`src/rtl/csr_file.sv`:
```
// Machine-mode CSR file: status/trap CSRs, 64-bit cycle/instret counters,
// and a registered fetch redirect for trap entry and mret.
module csr_file #(
  parameter logic [31:0] MHARTID   = 32'h0,
  parameter logic [31:0] MTVEC_RST = 32'h0000_0000
) (
  input  logic        i_clk,
  input  logic        i_rst_n,
  input  logic        i_en,
  input  logic [11:0] csr_raddr_i,
  output logic [31:0] csr_rdata_o,
  output logic        csr_illegal_o,
  input  logic        csr_we_i,
  input  logic [11:0] csr_waddr_i,
  input  logic [31:0] csr_wdata_i,
  input  logic        retire_i,
  input  logic        trap_i,
  input  logic [31:0] trap_pc_i,
  input  logic [31:0] trap_cause_i,
  input  logic [31:0] trap_tval_i,
  input  logic        mret_i,
  output logic        redirect_valid_o,
  output logic [31:0] redirect_pc_o,
  output logic        mie_global_o
);

  logic        mstatus_mie_q, mstatus_mie_d;
  logic        mstatus_mpie_q, mstatus_mpie_d;
  logic [31:0] mie_q, mie_d;
  logic [31:0] mtvec_q, mtvec_d;
  logic [31:0] mscratch_q, mscratch_d;
  logic [31:0] mepc_q, mepc_d;
  logic [31:0] mcause_q, mcause_d;
  logic [31:0] mtval_q, mtval_d;
  logic [63:0] mcycle_q, mcycle_d;
  logic [63:0] minstret_q, minstret_d;
  logic        redirect_valid_q, redirect_valid_d;
  logic [31:0] redirect_pc_q, redirect_pc_d;

  logic        trap_acc, mret_acc, wr_acc;
  logic [31:0] cause_idx, trap_target;

  assign trap_acc = i_en & trap_i;
  assign mret_acc = i_en & mret_i & ~trap_i;
  assign wr_acc   = i_en & csr_we_i & ~trap_i & ~mret_i;

  // Vectored mode only offsets interrupts; exceptions always land on the base.
  assign cause_idx   = {1'b0, trap_cause_i[30:0]};
  assign trap_target = (mtvec_q & 32'hFFFF_FFFC) +
                       ((mtvec_q[0] & trap_cause_i[31]) ? (cause_idx << 2) : 32'h0);

  always_comb begin
    mstatus_mie_d    = mstatus_mie_q;
    mstatus_mpie_d   = mstatus_mpie_q;
    mie_d            = mie_q;
    mtvec_d          = mtvec_q;
    mscratch_d       = mscratch_q;
    mepc_d           = mepc_q;
    mcause_d         = mcause_q;
    mtval_d          = mtval_q;
    redirect_valid_d = 1'b0;
    redirect_pc_d    = redirect_pc_q;
    mcycle_d         = mcycle_q + 64'd1;
    minstret_d       = minstret_q + {63'd0, i_en & retire_i};

    if (trap_acc) begin
      mepc_d           = trap_pc_i & 32'hFFFF_FFFC;
      mcause_d         = trap_cause_i;
      mtval_d          = trap_tval_i;
      mstatus_mpie_d   = mstatus_mie_q;
      mstatus_mie_d    = 1'b0;
      redirect_valid_d = 1'b1;
      redirect_pc_d    = trap_target;
    end else if (mret_acc) begin
      mstatus_mie_d    = mstatus_mpie_q;
      mstatus_mpie_d   = 1'b1;
      redirect_valid_d = 1'b1;
      redirect_pc_d    = mepc_q;
    end else if (wr_acc) begin
      case (csr_waddr_i)
        12'h300: begin
          mstatus_mie_d  = csr_wdata_i[3];
          mstatus_mpie_d = csr_wdata_i[7];
        end
        12'h304: mie_d      = csr_wdata_i;
        12'h305: mtvec_d    = csr_wdata_i & 32'hFFFF_FFFD;
        12'h340: mscratch_d = csr_wdata_i;
        12'h341: mepc_d     = csr_wdata_i & 32'hFFFF_FFFC;
        12'h342: mcause_d   = csr_wdata_i;
        12'h343: mtval_d    = csr_wdata_i;
        12'hB00: mcycle_d   = {mcycle_q[63:32], csr_wdata_i};
        12'hB80: mcycle_d   = {csr_wdata_i, mcycle_q[31:0]};
        12'hB02: minstret_d = {minstret_q[63:32], csr_wdata_i};
        12'hB82: minstret_d = {csr_wdata_i, minstret_q[31:0]};
        default: ;
      endcase
    end
  end

  always_ff @(posedge i_clk) begin
    if (!i_rst_n) begin
      mstatus_mie_q    <= 1'b0;
      mstatus_mpie_q   <= 1'b0;
      mie_q            <= '0;
      mtvec_q          <= MTVEC_RST;
      mscratch_q       <= '0;
      mepc_q           <= '0;
      mcause_q         <= '0;
      mtval_q          <= '0;
      mcycle_q         <= '0;
      minstret_q       <= '0;
      redirect_valid_q <= 1'b0;
      redirect_pc_q    <= '0;
    end else begin
      mstatus_mie_q    <= mstatus_mie_d;
      mstatus_mpie_q   <= mstatus_mpie_d;
      mie_q            <= mie_d;
      mtvec_q          <= mtvec_d;
      mscratch_q       <= mscratch_d;
      mepc_q           <= mepc_d;
      mcause_q         <= mcause_d;
      mtval_q          <= mtval_d;
      mcycle_q         <= mcycle_d;
      minstret_q       <= minstret_d;
      redirect_valid_q <= redirect_valid_d;
      redirect_pc_q    <= redirect_pc_d;
    end
  end

  always_comb begin
    csr_rdata_o   = '0;
    csr_illegal_o = 1'b0;
    case (csr_raddr_i)
      12'h300: csr_rdata_o = {19'b0, 2'b11, 3'b0, mstatus_mpie_q, 3'b0, mstatus_mie_q, 3'b0};
      12'h301: csr_rdata_o = 32'h4000_0100;
      12'h304: csr_rdata_o = mie_q;
      12'h305: csr_rdata_o = mtvec_q;
      12'h340: csr_rdata_o = mscratch_q;
      12'h341: csr_rdata_o = mepc_q;
      12'h342: csr_rdata_o = mcause_q;
      12'h343: csr_rdata_o = mtval_q;
      12'h344, 12'hF11, 12'hF12, 12'hF13: csr_rdata_o = '0;
      12'hB00, 12'hC00: csr_rdata_o = mcycle_q[31:0];
      12'hB80, 12'hC80: csr_rdata_o = mcycle_q[63:32];
      12'hB02, 12'hC02: csr_rdata_o = minstret_q[31:0];
      12'hB82, 12'hC82: csr_rdata_o = minstret_q[63:32];
      12'hF14: csr_rdata_o = MHARTID;
      default: csr_illegal_o = 1'b1;
    endcase
  end

  assign redirect_valid_o = redirect_valid_q;
  assign redirect_pc_o    = redirect_pc_q;
  assign mie_global_o     = mstatus_mie_q;

endmodule
```
`config.mk`:
```
export PLATFORM = sky130hd
export DESIGN_NAME = csr_file
export DESIGN_NICKNAME = d
export VERILOG_FILES = /design/src/rtl/csr_file.sv
export SDC_FILE = /design/constraint.sdc
export NUM_CORES = 1
export LEC_CHECK = 0
export CORE_MARGIN = 3
export CORE_UTILIZATION = 35
export DETAILED_ROUTE_END_ITERATION = 10
export PLACE_DENSITY = 0.55
export SLEW_MARGIN = 20
export SYNTH_ARGS = -nofsm -noshare
export SYNTH_HDL_FRONTEND = slang
export SYNTH_SLANG_ARGS = --single-unit
```
`constraint.sdc`:
```
create_clock -name i_clk -period 2.7 [get_ports i_clk]
set_input_delay 0.405 -clock i_clk [delete_from_list [all_inputs] [get_ports i_clk]]
set_output_delay 0.405 -clock i_clk [all_outputs]
set_load 0.02 [all_outputs]
```
## Yosys cells after proc, flatten, opt, wreduce, memory -nomap -nowiden

Cells that the tools add are included.
Widths: inputs -> output; s select.

- Multiplexer cells: 34
- Equal/unequal tests: 37
- $add $sub $neg: 3
- Reduce and logical (&&, ||, !) cells: 23
- Bitwise operators: 13

Operator list:

| kind | number |
|---|---|
| $mux 32 | 15 |
| $mux 64 | 6 |
| $pmux 32 s12 | 1 |
| $pmux 64 s2 | 2 |
| $eq 12x10->1 const B | 16 |
| $eq 12x12->1 const B | 16 |
| $add 64x1->64 | 1 |
| $add 64x1->64 const B | 1 |
| $add 32x32->32 | 1 |
| $reduce_or 21->1 | 1 |
| $ne 4x4->1 const B | 4 |
| $reduce_bool 2->1 | 7 |
| $reduce_and 4->1 | 3 |
| $mux 1 | 10 |
| $reduce_or 2->1 | 5 |
| $reduce_and 3->1 | 3 |
| $and 1x1->1 | 8 |
| $reduce_bool 3->1 | 2 |
| $not 1->1 | 5 |
| $reduce_and 2->1 | 2 |
| $ne 2x2->1 const B | 1 |

- Output and inout bits: 67
- Input bits: 159
- Word-level logic and storage cells: 124
- Bits in registers: 352

## Logic depth before layout (Yosys ltp)

Gate-level depths: netlist of run 1.

- Depth in word-level cells: 6
- Depth in mapped cells: 12
- Mapped depth without buffers: 11

## Worst setup path after synthesis of run 1

No wires, ideal clock.

- Path kind: input-to-reg
- From: input port retire_i
- To: register minstret_q[58]
- Required time: 2.576 ns
- Path buffers: 0
- Cell stages on the path: 11
- Path slack: -0.151 ns
- Arrival: 2.727 ns
- Library setup time: 0.124 ns
- Cell sequence: and2_1 ha_1 ha_1 nand2_4 nor4_4 nand4_2 or4_4 nor4_4 a31oi_1 a211oi_1 nor2_1

- Word-level cells in the longest chain between the ends: 6

Ends and longest elaborated chain:

| element | line | source |
|---|---|---|
| start: declaration | 16 | `input logic retire_i,` |
| $and 1x1->1 (*) | 64 | `minstret_d = minstret_q + {63'd0, i_en & retire_i};` |
| $add 64x1->64 (*) | 64 |  |
| $pmux 64 s2 | 80 | `case (csr_waddr_i)` |
| $mux 64 | 79 | `end else if (wr_acc) begin` |
| $mux 64 | 74 | `end else if (mret_acc) begin` |
| $mux 64 (*) | 66 | `if (trap_acc) begin` |
| end signal: assignment | 124 | `minstret_q <= minstret_d;` |
| end: declaration | 36 | `logic [63:0] minstret_q, minstret_d;` |

Every way passes the cells marked *; elsewhere a longest branch is shown, timed or not.
A chain may end at the register's enable or synchronous reset.

## Worst setup path in the final report of run 1

- From: input port csr_raddr_i[10]
- To: output port csr_rdata_o[31]

- Word-level cells in the longest chain between the ends: 3
- Elaborated cells on any way between the ends: 21
- Classes of those cells: eq/ne (16); mux (1); reduce/logical (4)

Ends and longest elaborated chain:

| element | line | source |
|---|---|---|
| start: declaration | 10 | `input logic [11:0] csr_raddr_i,` |
| $eq 12x12->1 | 133 | `case (csr_raddr_i)` |
| $reduce_or 2->1 | 133 |  |
| $pmux 32 s12 (*) | 133 |  |
| end: declaration | 11 | `output logic [31:0] csr_rdata_o,` |

Marked as above.

==> impl_metrics.ini, run 1 <==
[drt]
drc = 0
drt_iter0_markers = 2992
totalWireLength_um = 104400
postRouteAntennaNets = 0
via_count = 24270
drtPass1Iterations = 10
per_cell_routed_wire_length_um = 25.99
vias_per_cell = 6.045

[finish]
nets = 3417
fillers = 5506
layout-area-overhead-vs-synth_pct = 44.83
layout-drive-gt1-share_pct = 23.06
layoutNonFillerInstCount = 4015

[global_routing]
grt.total_usage_pct = 33.06
global_route.overflow_total = 0
first_global_vias = 22900
wire_length_of_the_first_global_routing_pass_um = 151300
grt_antenna_before_repair = 3
largest_net_degree_at_the_start_of_global_routing = 109

[die]
io_pins = 226
core.rowCount = 87
placeableCoreArea_sq_um = 56600
die-area_sq_um = 60330
floorplan.initialDensity_pct = 35.50
chipWidth_um = 245.6
die-height_um = 245.6

[timing]
final_setup_fails = 31
achievable-frequency_mhz = 341.8
period_minus_slack_ps = 2926
timing.final.ws_setup_ps = -225.8
fin_worst_skew_ps = 19.44
worst_slew_margin_rel_pct = 46.04
timing.final.crit_share_pct = 108.4
worst-slew-pin-transition_ps = 809.4
hold_viol = 0
rsz_0062_raised_after_global_routing = true
timing_max_transition_violations_final = 0
setup_tns_ps = -3852

[cts]
clock-root-buffer = sky130_fd_sc_hd__clkbuf_16
cts_htree_levels = 2
clkSinkCount = 350
post_cts_hold_buffer_count = 0
clkLatencyLatePin_ps = 590
clk_transition_reported_paths_ps = 60
cts_buffers = 44
cts_tree = done
cts_max_path_buffers = 3

[critical_path]
critical_path.endpoint_type = output port
critical_path_class = in -> out
worst_r2r_path_depth = 13
critical_path_at_ps = 2520
timing.critical_path.required_ps = 2300
setup.worst_path.start = csr_raddr_i[10]
highest_net_fanout_along_the_worst_path = 8
startpoint_type = input pin
critical_path.reg2reg.endpoint = redirect_pc_o[30]
worst_case_register_to_register_setup_slack_ps = 10
reg2reg_from = mtvec_q[0]
worst_setup_path_endpoint = csr_rdata_o[31]

[synthesis]
synthDominantAreaCellType = sky130_fd_sc_hd__dfxtp_1
yosysUniqueCellTypes = 81
yosysMostFrequentCell = sky130_fd_sc_hd__nand2_1
synth_top_flop_cell = sky130_fd_sc_hd__dfxtp_1
number_of_standard_cells_after_synthesis = 2722
syn_avg_cell_area_sq_um = 7.383
synthDominantCellAreaShare_pct = 34.86
ys.warnings.count = 0
ys_async_rst_share_pct = 0
synth.cells.most_frequent = sky130_fd_sc_hd__nand2_1 (426), sky130_fd_sc_hd__a21oi_1 (378), sky130_fd_sc_hd__dfxtp_1 (350), sky130_fd_sc_hd__nor2_1 (286), sky130_fd_sc_hd__clkbuf_1 (174)
synth_edf_count = 0
ys_top_cells_by_area = sky130_fd_sc_hd__dfxtp_1 (35%), sky130_fd_sc_hd__a21oi_1 (9.4%), sky130_fd_sc_hd__nand2_1 (8.0%)
synth-seq-area-share_pct = 34.86
post_synth_instance_area_sq_um = 20100
ys_seq_elements = 350

[placed_design]
gp_routability_congestion = 0.9869
hpwlAfterDp_um = 77770
place.detailed.instances = 3902
numPortBuffers = 221

[power]
static-leakage-power_uw = 0.01104
max-vdd-ir-drop_v = 0.0004583
power.total_uw = 12880
powerDensity_nw_per_um2 = 442.6

[run]
drv.max_cap_violation_count = 0

[hold_path]
hp-class = in -> reg

[outcome]
violations = setup timing
run_status = finished with violations
## per-layer routing
metal	vias up	track usage (%)	share of wire, %
li1	11010	-	-
met1	11700	44.28	41
met2	1323	52.75	45
met3	241	6.292	9.7
met4	2	12.33	4.4
met5	-	0	0.012
## how the worst min path moves through the flow
stage,start,end,slack (ps),cells after the start
after global routing,i_rst_n,redirect_pc_o[21],250,2
after global placement,mie_q[29],mie_q[29],440,2
final,i_rst_n,redirect_pc_o[21],270,2
after CTS,i_rst_n,redirect_pc_o[31],230,3
after floorplan,mie_q[13],mie_q[13],430,2
after detailed placement,mscratch_q[18],mscratch_q[18],450,2
## critical path, stage by stage
cell and delay, ps:
sky130_fd_sc_hd__buf_12 120, sky130_fd_sc_hd__buf_6 110, sky130_fd_sc_hd__and3b_1 220, sky130_fd_sc_hd__a21oi_2 40, sky130_fd_sc_hd__or3_4 370, sky130_fd_sc_hd__or2_4 310, sky130_fd_sc_hd__nor2_4 180, sky130_fd_sc_hd__buf_6 120
sky130_fd_sc_hd__buf_12 120, sky130_fd_sc_hd__a222oi_1 80, sky130_fd_sc_hd__and3_1 220, sky130_fd_sc_hd__nand2_2 100, sky130_fd_sc_hd__buf_6 130
## layout by cell type, fill, tap and decap left out, types with 15 or more instances in the layout
master,count
sky130_fd_sc_hd__a222oi_1,52
sky130_fd_sc_hd__and2_1,45
sky130_fd_sc_hd__a22oi_1,27
sky130_fd_sc_hd__o21ai_0,125
sky130_fd_sc_hd__a21oi_1,364
sky130_fd_sc_hd__inv_1,17
sky130_fd_sc_hd__nand2_2,15
sky130_fd_sc_hd__nor2_1,270
sky130_fd_sc_hd__nand2_1,410
sky130_fd_sc_hd__buf_12,47
sky130_fd_sc_hd__xnor2_1,22
sky130_fd_sc_hd__ha_1,19
sky130_fd_sc_hd__dfxtp_1,348
sky130_fd_sc_hd__and3_1,63
sky130_fd_sc_hd__buf_6,60
sky130_fd_sc_hd__a31oi_1,30
sky130_fd_sc_hd__buf_4,369
sky130_fd_sc_hd__nor3_1,51
sky130_fd_sc_hd__clkdlybuf4s50_1,172
sky130_fd_sc_hd__a211oi_1,116
sky130_fd_sc_hd__a311oi_1,19
sky130_fd_sc_hd__clkbuf_16,51
sky130_fd_sc_hd__o22ai_1,15
sky130_fd_sc_hd__mux2i_1,47
sky130_fd_sc_hd__nand3_1,70
sky130_fd_sc_hd__nand4_1,27
## registers in the layout, summed over array words and instances (netlist names), 30 cells and up
name           cells
mcause_q          32
mcycle_q          64
mepc_q            30
mie_q             32
minstret_q        64
mscratch_q        32
mtval_q           32
mtvec_q           31
redirect_pc_o     30
## through the flow
stage | util, % | hold WS, ps | setup WS (ps) | area (sq um)
after floorplan | - | 431.2 | -27.52 | 20150
after global placement | 46.22 | 439.8 | -1145 | 26170
final | 51.42 | 266.7 | -225.8 | 29110
after detailed placement | 46.22 | 446.7 | -1204 | 26170
after global routing | 51.41 | 253.1 | -277.6 | 29100
after CTS | 50.06 | 229.8 | -372.9 | 28340
## where the power goes
group	switching [uW]	total (uW)	leakage, uW	internal [uW]
logic	765	1330	0.00748	565
registers	111	5400	0.00284	5290
clock network	2450	6150	0.000716	3700
## area by class of cell
class / count / area [sq um] / share of cell area (%)
Antenna cell: 2 / 5.005 / 0.01720
Clock buffer: 63 / 1255 / 4.312
Clock inverter: 15 / 216.5 / 0.7437
Inverter: 18 / 75.07 / 0.2579
Multi-Input combinational cell: 2134 / 13100 / 45.01
Sequential cell: 350 / 7012 / 24.09
Tap cell: 756 / 945.9 / 3.250
Timing Repair Buffer: 677 / 6495 / 22.32
## timing repair
| action | CTS | global route |
|---|---|---|
| buffers inserted | 19 | 14 |
| pin swaps | 43 | 61 |
| setup endpoints to repair | 58 | 59 |
| resized for setup | 332 | 150 |
| gates cloned | 4 | 5 |
## logic make-up after synthesis
logic type | after synthesis | synth area share [%]
AND/OR/NAND/NOR | 1099 | 25.47
AO/OA/AOI/OAI | 912 | 28.54
flip-flops | 350 | 34.86
buffers and inverters | 239 | 4.775
multiplexers | 56 | 2.845
adder cells (fa/ha/maj) | 33 | 2.092
XOR/XNOR | 32 | 1.395
other | 1 | 0.01866
Note: power is estimated with default switching activity, not from simulation.
==> inputs of run 2 (changes only) <==
--- a/config.mk
+++ b/config.mk
@@ -8,7 +8,7 @@
 export CORE_MARGIN = 3
 export CORE_UTILIZATION = 35
 export DETAILED_ROUTE_END_ITERATION = 10
-export PLACE_DENSITY = 0.55
+export PLACE_DENSITY = 0.58
 export SLEW_MARGIN = 20
 export SYNTH_ARGS = -nofsm -noshare
 export SYNTH_HDL_FRONTEND = slang
==> impl_metrics.ini, run 2 (same netlist as run 1, synthesis figures left out) <==
[placed_design]
numPortBuffers = 221
place.detailed.instances = 3897
total_placed_instance_area_sq_um = 26060
gp_routability_congestion = 0.9812
hpwlAfterDp_um = 75880

[die]
io_pins = 226
placeableCoreArea_sq_um = 56600
die-height_um = 245.6
floorplan.initialDensity_pct = 35.50
chipWidth_um = 245.6
die-area_sq_um = 60330
core.rowCount = 87

[finish]
layoutNonFillerInstCount = 3993
layout-area-overhead-vs-synth_pct = 41.51
nets = 3395
fillers = 5492
final_cell_mix = sky130_fd_sc_hd__nand2_1 (412), sky130_fd_sc_hd__buf_4 (378), sky130_fd_sc_hd__a21oi_1 (366)
top_regs = mcycle_q (64), minstret_q (64)
layout-drive-gt1-share_pct = 21.95
final_area_sq_um = 28440
layout_commonest_cell = sky130_fd_sc_hd__nand2_1

[timing]
fin_worst_skew_ps = 27.72
period_minus_slack_ps = 2933
final_setup_fails = 33
worst-slew-pin-transition_ps = 732.5
hold_viol = 0
achievable-frequency_mhz = 341.0
rsz_0062_raised_after_global_routing = true
worst_slew_margin_rel_pct = 51.01
timing.final.crit_share_pct = 108.6
timing.final.ws_setup_ps = -233.0
timing_max_transition_violations_final = 0

[critical_path]
critical_path_at_ps = 2530
critical_path_class = in -> out
startpoint_type = input pin
critical_path.endpoint_type = output port
critical_path_cell_list = clkdlybuf4s50_1 -> buf_4 -> nand3b_1 -> buf_4 -> nor2_4 -> buf_4 -> a222oi_1 -> nand3_1 -> buf_6
setup.worst_path.start = csr_raddr_i[0]
reg2reg_from = minstret_q[0]
critPathMaxStageDelay_ps = 500
timing.critical_path.required_ps = 2300
highest_net_fanout_along_the_worst_path = 7
crit_path_top_delay_cell = sky130_fd_sc_hd__a222oi_1
timing.critical_path.mode_cell = sky130_fd_sc_hd__buf_4

[drt]
via_count = 24420
drtPass1Iterations = 8
totalWireLength_um = 102000
vias_per_cell = 6.115
drc = 0
drt_iter0_markers = 3192
per_cell_routed_wire_length_um = 25.53
postRouteAntennaNets = 0

[cts]
post_cts_hold_buffer_count = 0
cts_buffers = 43
cts_max_path_buffers = 3
clk_transition_reported_paths_ps = 60
clock-root-buffer = sky130_fd_sc_hd__clkbuf_16
clkSinkCount = 350
clkLatencyLatePin_ps = 610
cts_tree = done
cts_htree_levels = 2

[global_routing]
grt.total_usage_pct = 32.46
grt_antenna_before_repair = 5
largest_net_degree_at_the_start_of_global_routing = 77
wire_length_of_the_first_global_routing_pass_um = 149100
first_global_vias = 23010
global_route.overflow_total = 0

[hold_path]
timing.hold.worst.start = i_rst_n
hp-class = in -> reg

[run]
drv.max_cap_violation_count = 0

[outcome]
violations = setup timing
run_status = finished with violations

[power]
static-leakage-power_uw = 0.01085
max-vdd-ir-drop_v = 0.0004522
powerDensity_nw_per_um2 = 445.6
## run 2: cell count changes in the layout (fill, tap and decap cells not counted), moves of 6 or more
cell / change
sky130_fd_sc_hd__and3_1: +6
sky130_fd_sc_hd__and3_4: -7
sky130_fd_sc_hd__buf_12: -9
sky130_fd_sc_hd__buf_4: +9
sky130_fd_sc_hd__buf_6: -16
sky130_fd_sc_hd__clkbuf_1: -6
sky130_fd_sc_hd__clkbuf_16: -6
sky130_fd_sc_hd__o21ai_1: +6
## run 2: power breakdown
group | internal, uW | switching (uW)
clock network | 3450 | 2520
logic | 550 | 749
registers | 5290 | 110
total | 9290 | 3380
## run 2: worst paths after layout
kind / to / slack, ps / cells past startpoint
max reg2reg: minstret_q[58] / -30 / 13
max: csr_rdata_o[3] / -230 / 9
min: redirect_pc_o[21] / 220 / 2
min reg2reg: mie_q[22] / 450 / 2
## run 2: metrics by stage
step | setup slack [ps] | hold slack [ps] | total power, uW | TNS (ps) | utilization (%)
detailed placement | -1319 | 445.4 | 6770 | -79780 | 46.04
global route | -300.2 | 208.7 | 13010 | -7799 | 50.23
CTS | -390.9 | 185.0 | 12690 | -9098 | 49.48
finish | -233.0 | 219.0 | 12670 | -4983 | 50.24
floorplan | -27.52 | 431.2 | 5955 | -43.31 | -
global placement | -1293 | 440.3 | 6757 | -72090 | 46.04
## run 2: final cells by class
type	instances	area, sq um	area share, %
repair buffers	656	6121	21.52
multi-input cells	2134	12850	45.18
flip-flops and latches	350	7017	24.67
clock buffers	58	1212	4.263
clock inverters	18	211.5	0.7435
diodes	3	7.507	0.02640
well taps	756	945.9	3.326
inverters	18	75.07	0.2640
## run 2: repair_timing
action                                  in CTS  in global routing
endpoints found under the setup margin      54                 54
setup buffers                                7                  7
pin swaps                                   42                 43
cloned                                       3                  3
gates resized for setup                    292                 78
## run 2: worst max-delay path, delay by kind of cell
family,cells,cell delay [ps]
AND/OR/NAND/NOR,3,480
AO/OA/AOI/OAI,1,500
buffers and inverters,5,1140
## run 2: routing by layer
layer	track usage (%)	wire length, um
met5	0	23
met4	12.96	4618
met3	6.913	10920
met2	50.21	44430
met1	43.99	41970
==> variant, RTL diff (settings of run 2) <==
`minstret_q` no longer has a reset.
--- a/src/rtl/csr_file.sv
+++ b/src/rtl/csr_file.sv
@@ -109,5 +109,4 @@
       mtval_q          <= '0;
       mcycle_q         <= '0;
-      minstret_q       <= '0;
       redirect_valid_q <= 1'b0;
       redirect_pc_q    <= '0;
@@ -122,8 +121,11 @@
       mtval_q          <= mtval_d;
       mcycle_q         <= mcycle_d;
-      minstret_q       <= minstret_d;
       redirect_valid_q <= redirect_valid_d;
       redirect_pc_q    <= redirect_pc_d;
     end
+  end
+
+  always_ff @(posedge i_clk) begin
+    minstret_q <= minstret_d;
   end
 
Formal check against the unedited RTL: not equivalent (Yosys sat finds a counterexample within 4 cycles, from zero or initial values and one cycle with i_rst_n low).
==> variant against run 2 <==
- the flow still finishes with violations (negative setup slack)
- cell area grew 4.2%
- area after synthesis grew 1.8%
- clock power grew 3%
- wire length shrank 7.1%
- sequential cell count is the same
- cell count shrank 2.6%
- sequential power grew 4.4%
- total power grew 4.9%
- worst setup slack gained 66 ps
- highest routed layer is now met4
==> variant: results (changes against run 2) <==
first-pass GRT wire length=138600 um (-7.0%); status=finished with violations; initial antenna violation count=2 (-3); drt pass-1 iters=9 (+1); Worst EP arrival=2460 ps (-70 ps); dpl ws=-1074 ps (+244.3 ps); top post-synthesis cells by area=dfxtp_1 28%, edfxtp_1 9.4%, nand2_1 8.8%; flop-to-flop setup slack=-10 ps (+20 ps); failing checks=negative setup slack; antenna cells=0 (-3); post-synthesis mux area share=0.01853 (-0.009922); Iteration-0 DRC Markers=2817 (-12%); fin cells=3890 (-2.6%); layout cells sized above 1=0.2505 (+0.03094); GRT Overall Usage=0.2986 (-0.02605); metal2 WL=41130 um (-7.4%); Final WS setup=-166.7 ps (+66.27 ps); vias in the first global route=21569 (-6.3%); post-placement cell count=3752 (-3.7%); leakage=12.16 nW (+12%); via count=22851 (-6.4%); Clock Skews=18.87 ps (-8.855 ps); Synth Area in XOR/XNOR=0.03810 (+0.02415); Met3 Wirelength=9171 um (-16%); YS warnings=0 (unchanged); largest net degree at the start of global routing=88 (+14%); Layout Nets=3293 (-3.0%); Synth Area in Adders=0.02055 (-0.0003710); Synth Area in Compound Gates=0.2609 (-0.02451); Final Setup Violations=15 (-55%); Post-synth EDFFs=64 (+64); max layer used=met4; CP max stage delay=450 ps (-50 ps); most frequent cells after synthesis=482 x nand2_1, 286 x dfxtp_1, 250 x a21oi_1; clock latency on the worst-skew pair=580 ps (-30 ps); DPL Wire Length=71900 um (-5.2%); Synth cell types=84 (+3.7%); Mapped Avg Cell Area=8.027 um^2 (+8.7%); Rel. slew slack=0.4640 (-0.04611); wire per inst=24.34 um (-4.7%); sequential-to-total area share from yosys stat=0.3738 (+0.02513); Async SR Flop Fraction=0 (unchanged); CP max FO=4 (-3); met1 wire length=41490 um (-1.1%); DR DRC count=0 (unchanged); GP Congestion=0.9594 (-2.2%); Setup TNS=-826.1 ps (+4156 ps); Peak supply drop=0.3822 mV (-15%)
[variant: worst max-delay path: cells and delay by family]
family                 cells  cell delay [ps]
AO/OA/AOI/OAI              3              880
buffers and inverters      7              930
AND/OR/NAND/NOR            2              240
[variant: power breakdown]
group	switching, mW	total (mW)	internal (mW)	leakage (nW)
Clock	2.42	6.16	3.74	0.715
Sequential	0.163	5.64	5.48	3.10
Combinational	0.799	1.49	0.692	8.35
[variant: layout make-up]
class / instances / area (um^2)
multi-input combinational: 1963 / 12800
timing repair buffer: 720 / 6670
inverter: 23 / 96.34
clock buffer: 64 / 1237
sequential: 350 / 7652
tap: 756 / 945.9
clock inverter: 14 / 222.7
fill: 5362 / 27530
[variant: layer usage]
| metal | GRT usage | vias to the layer above |
|---|---|---|
| li1 | - | 10487 |
| met2 | 0.4576 | 1232 |
| met4 | 0.08737 | 0 |
| met3 | 0.04278 | 170 |
| met5 | 0 | - |
| met1 | 0.4347 | 10962 |
[variant: cells by family after synthesis]
logic type               after synthesis
AO/OA/AOI/OAI                        776
other                                  1
XOR/XNOR                              89
multiplexers                          36
buffers and inverters                240
adder cells (fa/ha/maj)               33
AND/OR/NAND/NOR                     1024
flip-flops                           350
[variant: what timing repair did]
item / 4_1_cts / 5_1_grt
resized for setup: 270 / 118
setup endpoints to repair: 60 / 73
cloned: 0 / 3
setup buffers: 49 / 27
endpoints found under the hold margin: 0 / 0
pin swaps: 51 / 74
[variant: final timing paths]
kind	startpoint	endpoint	depth (start not counted)
hold / removal	i_rst_n	redirect_pc_o[16]	3
setup reg to reg	mtvec_q[0]	redirect_pc_o[31]	12
hold reg to reg	mscratch_q[16]	mscratch_q[16]	2
setup / recovery	csr_raddr_i[10]	csr_rdata_o[16]	12
[variant: per-stage QoR]
stage / instance area [um^2] / hold slack (ps)
after floorplan: 20570 / 430.1
after global placement: 26640 / 438.5
after detailed placement: 26640 / 446.1
after CTS: 28980 / 387.9
after global routing: 29620 / 407.0
final: 29620 / 397.6
